File: src/rtl/apb_requester.sv
`default_nettype none
// ============================================================================
// Module   : apb_requester
// Purpose  : Takes one read/write command on a valid/ready port and runs it as
//            an APB SETUP/ACCESS transfer, then returns a one-cycle response.
//            Optional build macro: APB_REQ_DECODE_EN (one-hot select decode).
// Revision : 1.0 - initial release
// ============================================================================
module apb_requester #(
    parameter int AddrWidth    = 32,
    parameter int DataWidth    = 32
`ifdef APB_REQ_DECODE_EN
    ,
    parameter int SubAddrWidth = 4,
    parameter int NumSubs      = 4
`endif
) (
    input  logic                 clk,
    input  logic                 nReset,
    input  logic                 req_valid,
    output logic                 req_ready,
    input  logic                 req_write,
    input  logic [AddrWidth-1:0] req_addr,
    input  logic [DataWidth-1:0] req_wdata,
    output logic                 rsp_valid,
    output logic [DataWidth-1:0] rsp_rdata,
    output logic                 rsp_err,
`ifdef APB_REQ_DECODE_EN
    output logic [NumSubs-1:0]   sel,
`else
    output logic                 sel,
`endif
    output logic                 enable,
    output logic                 write,
    output logic [AddrWidth-1:0] addr,
    output logic [DataWidth-1:0] wData,
    input  logic [DataWidth-1:0] rData,
    input  logic                 subErr
);

    typedef enum logic [1:0] {
        IDLE    = 2'd0,
        SETUP   = 2'd1,
        ACCESS  = 2'd2,
        CAPTURE = 2'd3
    } state_t;

    state_t r_state;
    logic   r_ready;
    logic   r_is_write;
    logic   r_dec_err;
    logic   r_err_base;

    logic                 w_dec_err;
    logic [AddrWidth-1:0] w_addr;
`ifdef APB_REQ_DECODE_EN
    localparam int IdxW = $clog2(NumSubs);
    logic [NumSubs-1:0] w_sel;
    logic [IdxW-1:0]    w_idx;

    always_comb begin
        w_idx     = req_addr[SubAddrWidth +: IdxW];
        // Any address bit above the select field means no peripheral answers.
        w_dec_err = |(req_addr >> (SubAddrWidth + IdxW));
        w_sel     = w_dec_err ? '0 : (NumSubs'(1) << w_idx);
        w_addr    = '0;
        w_addr[SubAddrWidth-1:0] = req_addr[SubAddrWidth-1:0];
    end
`else
    logic w_sel;

    always_comb begin
        w_sel     = 1'b1;
        w_dec_err = 1'b0;
        w_addr    = req_addr;
    end
`endif

    assign req_ready = r_ready & nReset;

    always_ff @(posedge clk) begin
        if (!nReset) begin
            r_state    <= IDLE;
            r_ready    <= 1'b0;
            r_is_write <= 1'b0;
            r_dec_err  <= 1'b0;
            r_err_base <= 1'b0;
            sel        <= '0;
            enable     <= 1'b0;
            write      <= 1'b0;
            addr       <= '0;
            wData      <= '0;
            rsp_valid  <= 1'b0;
            rsp_rdata  <= '0;
            rsp_err    <= 1'b0;
        end else begin
            case (r_state)
                IDLE: begin
                    rsp_valid <= 1'b0;
                    r_ready   <= 1'b1;
                    if (req_valid && r_ready) begin
                        r_state    <= SETUP;
                        r_ready    <= 1'b0;
                        r_is_write <= req_write;
                        r_dec_err  <= w_dec_err;
                        sel        <= w_sel;
                        write      <= req_write;
                        addr       <= w_addr;
                        wData      <= req_wdata;
                    end
                end
                SETUP: begin
                    r_state <= ACCESS;
                    enable  <= 1'b1;
                end
                ACCESS: begin
                    // Baseline lets a sticky peripheral error fail only the
                    // transfer that raised it.
                    r_err_base <= subErr;
                    r_state    <= CAPTURE;
                    sel        <= '0;
                    enable     <= 1'b0;
                    write      <= 1'b0;
                    addr       <= '0;
                    wData      <= '0;
                end
                default: begin
                    r_state   <= IDLE;
                    r_ready   <= 1'b1;
                    rsp_valid <= 1'b1;
                    rsp_rdata <= (r_is_write || r_dec_err) ? '0 : rData;
                    rsp_err   <= r_dec_err | (subErr & ~r_err_base);
                end
            endcase
        end
    end

endmodule
`default_nettype wire

File: config.mk
export PLATFORM = sky130hd
export DESIGN_NAME = apb_requester
export DESIGN_NICKNAME = d
export VERILOG_FILES = /design/src/rtl/apb_requester.sv
export SDC_FILE = /design/constraint.sdc
export NUM_CORES = 1
export LEC_CHECK = 0
export CAP_MARGIN = 5
export CORE_ASPECT_RATIO = 0.8
export CORE_MARGIN = 2
export CORE_UTILIZATION = 39
export DETAILED_ROUTE_END_ITERATION = 12
export MAX_ROUTING_LAYER = met4
export PLACE_DENSITY_LB_ADDON = 0.08
export SETUP_SLACK_MARGIN = 0.05
export SYNTH_ARGS = -nofsm -noshare
export SYNTH_HDL_FRONTEND = slang
export SYNTH_SLANG_ARGS = --single-unit
File: constraint.sdc
create_clock -name clk -period 2.16 [get_ports clk]
set_input_delay 0.216 -clock clk [delete_from_list [all_inputs] [get_ports clk]]
set_output_delay 0.216 -clock clk [all_outputs]
set_load 0.1 [all_outputs]
==> results of run 1 <==
==> cell families after synthesis <==
group | after synthesis
compound gates | 104
fa+ha+maj | 5
buf+inv | 28
flops | 106
mux | 5
simple gates | 82
==> final timing paths <==
kind / startpoint / end / depth (start not counted)
worst min-delay path: req_wdata[18] / wData[18] / 2
worst max register to register: r_state[1] / addr[14] / 6
worst min register to register: wData[12] / wData[12] / 1
worst max-delay path: r_state[1] / addr[14] / 6
==> registers in the layout, indices dropped and copies added, names as in the netlist <==
register	cells
rsp_err	1
r_ready	1
r_err_base	1
rsp_rdata	32
rsp_valid	1
addr	32
write	1
r_is_write	1
wData	32
enable	1
r_state	2
sel	1
==> routing by layer <==
layer  GRT usage [%]  up-vias
li1                -     1544
met1            23.9     1450
met2            30.3      133
met3            6.54       13
met4            5.49        0
met5               -        -
==> power by group through the flow <==
stage | sequential, W | clock (W) | combinational, W
3_5_place_dp | 0.00249 | 0 | 0.00365
3_3_place_gp | 0.00249 | 0 | 0.00362
6_report | 0.00245 | 0.00162 | 0.00364
2_1_floorplan | 0.00450 | 0 | 0.000831
4_1_cts | 0.00245 | 0.00167 | 0.00366
5_1_grt | 0.00249 | 0.00175 | 0.00379
==> critical path, stage by stage (launching register included) <==
cell and delay, ns:
dfxtp_1 0.40, inv_1 0.09, ha_1 0.24, nand2b_1 0.19
and3_2 0.25, buf_12 0.19, a22o_1 0.27
==> through the flow <==
stage / hold WS (ns) / std cells / power, W / setup WS (ns)
2_1_floorplan: 0.341 / 330 / 0.00533 / 0.571
3_3_place_gp: 0.462 / 629 / 0.00610 / 0.450
3_5_place_dp: 0.465 / 629 / 0.00615 / 0.386
4_1_cts: 0.447 / 644 / 0.00779 / 0.378
5_1_grt: 0.456 / 644 / 0.00803 / 0.241
6_report: 0.463 / 644 / 0.00772 / 0.371
==> cell usage in the layout (no fill, tap or decap), drive strengths merged, types with 5 or more instances in the layout <==
cell           netlist  layout
buf                 18     109
mux2i                5       5
clkbuf               7      11
dfxtp              106     106
nor2b               68      68
a21oi               33      33
clkdlybuf4s50        0     100
ha                   5       5
a22o                65      65
==> cell type report <==
| cell class | count | share of cell area [%] |
|---|---|---|
| multi-input combinational | 196 | 24.3 |
| tap | 115 | 2.46 |
| inverter | 3 | 0.192 |
| sequential | 106 | 36.2 |
| clock inverter | 4 | 0.898 |
| clock buffer | 11 | 4.15 |
| timing repair buffer | 209 | 31.7 |
==> flow_summary.toml, run 1 <==
[outcome]
status = "finished clean"

[final_layout]
drive_above_1_share_pct = 24.0
fin_area_sq_um = 5850
fin_util_pct = 63.7
nets = 631
diodes = 0
fillers = 774
areaGrowthSynthToFinish_pct = 56.7
multi_input_area_sq_um = 1430
final-seq-area_sq_um = 2120

[synthesis]
synth_top_area_share_pct = 56.8
yosys_most_used_dff = "dfxtp_1"
synth_top_family_by_area = "compound AO/OA/AOI/OAI gates"
synthSimpleGateAreaFrac_pct = 13.9
synth_fa_ha_area_share_pct = 1.67
synth_cells = 330
synth_compound_area_share_pct = 20.9
syn-num-nets = 436
yosysSeqAreaShare_pct = 56.8
synth_xor_area_share_pct = 0
synthMostInstantiatedCell = "dfxtp_1"
synth_top_area_cell = "dfxtp_1"
async_flop_share_pct = 0
ys_types = 24
yosys_warnings = 0
synth_enable_flop_cells = 0
yosys-top-cells-area = "dfxtp_1 57%, a22o_1 15%, nor2b_1 11%"
synth_common_cells = "106 x dfxtp_1, 68 x nor2b_1, 65 x a22o_1"
syn_area_sq_um = 3740
muxShareOfSynthArea_pct = 1.34
synth-seq-cells = 106
syn_area_per_cell_sq_um = 11.3

[placed_design]
gp_congestion = 0.724
place_area_sq_um = 5560
dp_hpwl_mm = 7.04
port_buffers = 202

[die]
initial_core_util_pct = 40.6
core_area_sq_um = 9190
die_x_microns = 113
die_h_microns = 91.5
rows = 31
die_area_sq_um = 10400
io_pins = 203

[drt]
met1_length_mm = 4.52
routed_wl_mm = 9.96
avgRoutedWirePerCell_microns = 15.5
drc = 0
dr_total_vias = 3140
via_per_inst = 4.88
dr.first_iter.drc_count = 151
wl_met3_microns = 843
firstDrtPassIters = 4
highest_layer = "met4"
wl_met2_mm = 4.49
detail-route-antenna-nets = 0

[power_and_ir_drop]
p_int_w = 0.00413
leakagePower_nw = 2.53
power_frac_seq_pct = 31.8
pwr-share-clk_pct = 21.0
ir_drop_uv = 708
p_switching_w = 0.00359
swShare_pct = 46.5
powerDensity_nw_per_um2 = 1320
power_frac_comb_pct = 47.2

[cts]
h-tree-depth = 3
cts_buffers = 9
postCtsSetupRepairBufs = 0
cts-root-buf = "clkbuf_16"
clk_latency_ns = 0.34
cts.sinks = 106
clk_pin_slew_ns = 0.07
clockBufferDepth = 2
ctsHoldBuffers = 0
cts_tree = "done"
cts-resized-gates = 0

[sta]
setup_viol = 0
slew_violations = 0
post-route-period-util_pct = 82.8
fin_crit_ns = 1.79
fmax_mhz = 559
slew_headroom_pct = 70.3
skew_ns = 0.00717
max_slew.worst_pin.slew_ns = 0.442
rsz0062_at_grt = "no"
tns_ns = 0
finalHoldViolCount = 0

[worst_setup_path]
path_class = "reg2reg"
cp-end-kind = "register"
ff2ff_setup_slack_ns = 0.37
worstPathArrival_ns = 2.01
path_max_fanout = 64
crit_required_ns = 2.38
cp-start-kind = "register"

[run]
drv_cap = 0

[grt]
grt_overflow = 0
grt_use_total_pct = 19.4
antenna_found_initial = 0
grt_max_degree = 65
grt_first_pass_wirelength_mm = 15.5
grt_pass1_vias = 3099

[min_path]
hold_path.class = "in2reg"
Power figures use the tool's default switching activity.
==> run 2: changes to the inputs <==
- CORE_UTILIZATION: 39 -> 35
- clock period: 2.16 -> 1.55 ns (I/O delays scaled with it)
==> run 2 against run 1 <==
- count of clock-buffer cells in the layout is 3 higher
- sequential share of layout area shrank 7.5 points
- sequential power rose by 49%
- clock power up 30%
- critical path type unchanged
- global-route usage increased by 1.1 points
- clock skew decreased by 0.0015 ns
- flip-flop and latch count stayed put
- highest routed layer unchanged
==> flow_summary.toml, run 2 (synthesis results as in run 1) <==
[worst_setup_path]
rr_startpoint = "r_state[1]"
worstPathArrival_ns = 1.77
slowest_delay_ns = 0.37
crit_buf_inv = 3
ff2ff_setup_slack_ns = 0.06
path_delay_family = "buffers and inverters"
crit_slowest_cell = "dfxtp_4"
crit_required_ns = 1.83
cp-end-kind = "register"
cp-start-kind = "register"
r2r_cells = 7
path_class = "reg2reg"
cp_cell_sequence = "inv_4 -> ha_4 -> nand3_4 -> nor3b_4 -> buf_6 -> clkbuf_16 -> a22o_1"
path_max_fanout = 8
worst_r2r_endpoint = "addr[5]"

[die]
rows = 33
die_x_microns = 120
io_pins = 203
die_h_microns = 96.4
core_area_sq_um = 10300
die_area_sq_um = 11500
initial_core_util_pct = 36.2

[sta]
fin_crit_ns = 1.49
slew_headroom_pct = 81.7
rsz0062_at_grt = "yes"
max_slew.worst_pin.slew_ns = 0.275
finalHoldViolCount = 0
whs_ns = 0.399
skew_ns = 0.00566
post-route-period-util_pct = 95.9
fmax_mhz = 673
slew_violations = 0
setup_viol = 0

[grt]
grt_use_total_pct = 20.5
grt_max_degree = 35
grt_first_pass_wirelength_mm = 17.5
grt_overflow = 0
antenna_found_initial = 1
grt_pass1_vias = 3260

[placed_design]
placedCellCount = 659
port_buffers = 202
gp_congestion = 0.735
dp_hpwl_mm = 8.16

[power_and_ir_drop]
leakagePower_nw = 2.93
p_switching_w = 0.00536
ir_drop_uv = 781
power_frac_comb_pct = 53.1
swShare_pct = 43.7
powerDensity_nw_per_um2 = 1660
p_int_w = 0.00691
p_total_w = 0.0123
pwr-share-clk_pct = 17.1
power_frac_seq_pct = 29.8

[drt]
drc = 0
routed_wl_mm = 11.9
avgRoutedWirePerCell_microns = 17.4
firstDrtPassIters = 4
wl_met3_microns = 964
dr_total_vias = 3270
wl_met2_mm = 5.65
highest_layer = "met4"
via_per_inst = 4.77
detail-route-antenna-nets = 0
met1_length_mm = 5.09
dr.first_iter.drc_count = 138

[cts]
h-tree-depth = 3
clockBufferDepth = 2
clk_pin_slew_ns = 0.07
cts_buffers = 9
cts-root-buf = "clkbuf_16"
cts.sinks = 106
ctsHoldBuffers = 0
cts_tree = "done"
clk_latency_ns = 0.34

[min_path]
worstHoldStart = "req_addr[23]"
min_to = "addr[23]"
hold_depth = 2
hold_path.class = "in2reg"

[final_layout]
final_common_cell = "buf_12"
reg_top3 = "addr (32), rsp_rdata (32), wData (32)"
final_cell_count_no_fill = 685
nets = 645
most-common-layout-cells = "107 x buf_12, 104 x dfxtp_1, 100 x clkdlybuf4s50_1"
drive_above_1_share_pct = 26.8
fillers = 714
multi_input_area_sq_um = 1460
areaGrowthSynthToFinish_pct = 98.3
final-seq-area_sq_um = 2130

[run]
drv_cap = 0

[outcome]
status = "finished clean"
## run 2: cell types whose count changed in the layout (fill, tap and decap cells not counted), moves of 2 or more
cell and change:
buf_12 +104, buf_4 -97, clkbuf_1 +3, clkbuf_16 +3, buf_16 +2, buf_6 +2, clkinvlp_4 -2, dfxtp_1 -2
ha_1 -2, inv_1 -2
## run 2: layer usage
| metal | global-route usage, % | up-vias |
|---|---|---|
| met5 | - | - |
| met4 | 6.76 | 0 |
| met3 | 8.16 | 19 |
| met2 | 31.7 | 140 |
| met1 | 24.7 | 1529 |
| li1 | - | 1582 |
## run 2: cell type report
| cell class | instances | area share, % |
|---|---|---|
| antenna | 1 | 0.0338 |
| clock buffer | 14 | 3.43 |
| clock inverter | 2 | 0.169 |
| inverter | 3 | 0.186 |
| multi-input combinational | 196 | 19.7 |
| sequential | 106 | 28.7 |
| tap | 140 | 2.36 |
| timing repair buffer | 223 | 45.4 |
## run 2: timing repair
item                                    CTS  global route
setup buffers                             3             1
gates cloned                              2             3
pin swaps                                 1             6
gates resized for setup                   6             5
endpoints found under the setup margin   65            65
## run 2: worst max path at each step
stage               start    endpoint  slack, ns  cells after the start
2_1_floorplan  r_state[0]     addr[0]       0.08                      7
3_3_place_gp    req_valid    wData[6]     -0.008                      5
3_5_place_dp    req_valid     addr[0]      -0.07                      5
4_1_cts        r_state[1]     addr[5]       0.06                      6
5_1_grt        r_state[0]  r_state[0]      0.005                      7
6_report       r_state[1]     addr[5]       0.06                      7
## run 2: worst reg2reg max path, cell delays in order (launching register included)
cell       delay (ns)
dfxtp_4          0.37
inv_4            0.07
ha_4             0.16
nand3_4          0.09
nor3b_4          0.25
buf_6            0.19
clkbuf_16        0.18
a22o_1           0.13
## run 2: stage by stage
stage / TNS, ns / setup WS, ns / cell area, sq um / utilization, %
global placement: -0.105 / -0.00840 / 6940 / 67.3
CTS: 0 / 0.0634 / 7300 / 70.8
detailed placement: -3.08 / -0.0748 / 6940 / 67.3
finish: 0 / 0.0633 / 7410 / 71.8
global route: 0 / 0.00451 / 7410 / 71.8
floorplan: 0 / 0.0759 / 3750 / -
## run 2: power groups by stage
stage	Clock (W)	Combinational [W]	Sequential, W
after global routing	0.00227	0.00673	0.00370
after global placement	0	0.00615	0.00367
after floorplan	0	0.00120	0.00628
after detailed placement	0	0.00623	0.00370
after CTS	0.00214	0.00642	0.00364
final	0.00210	0.00652	0.00365
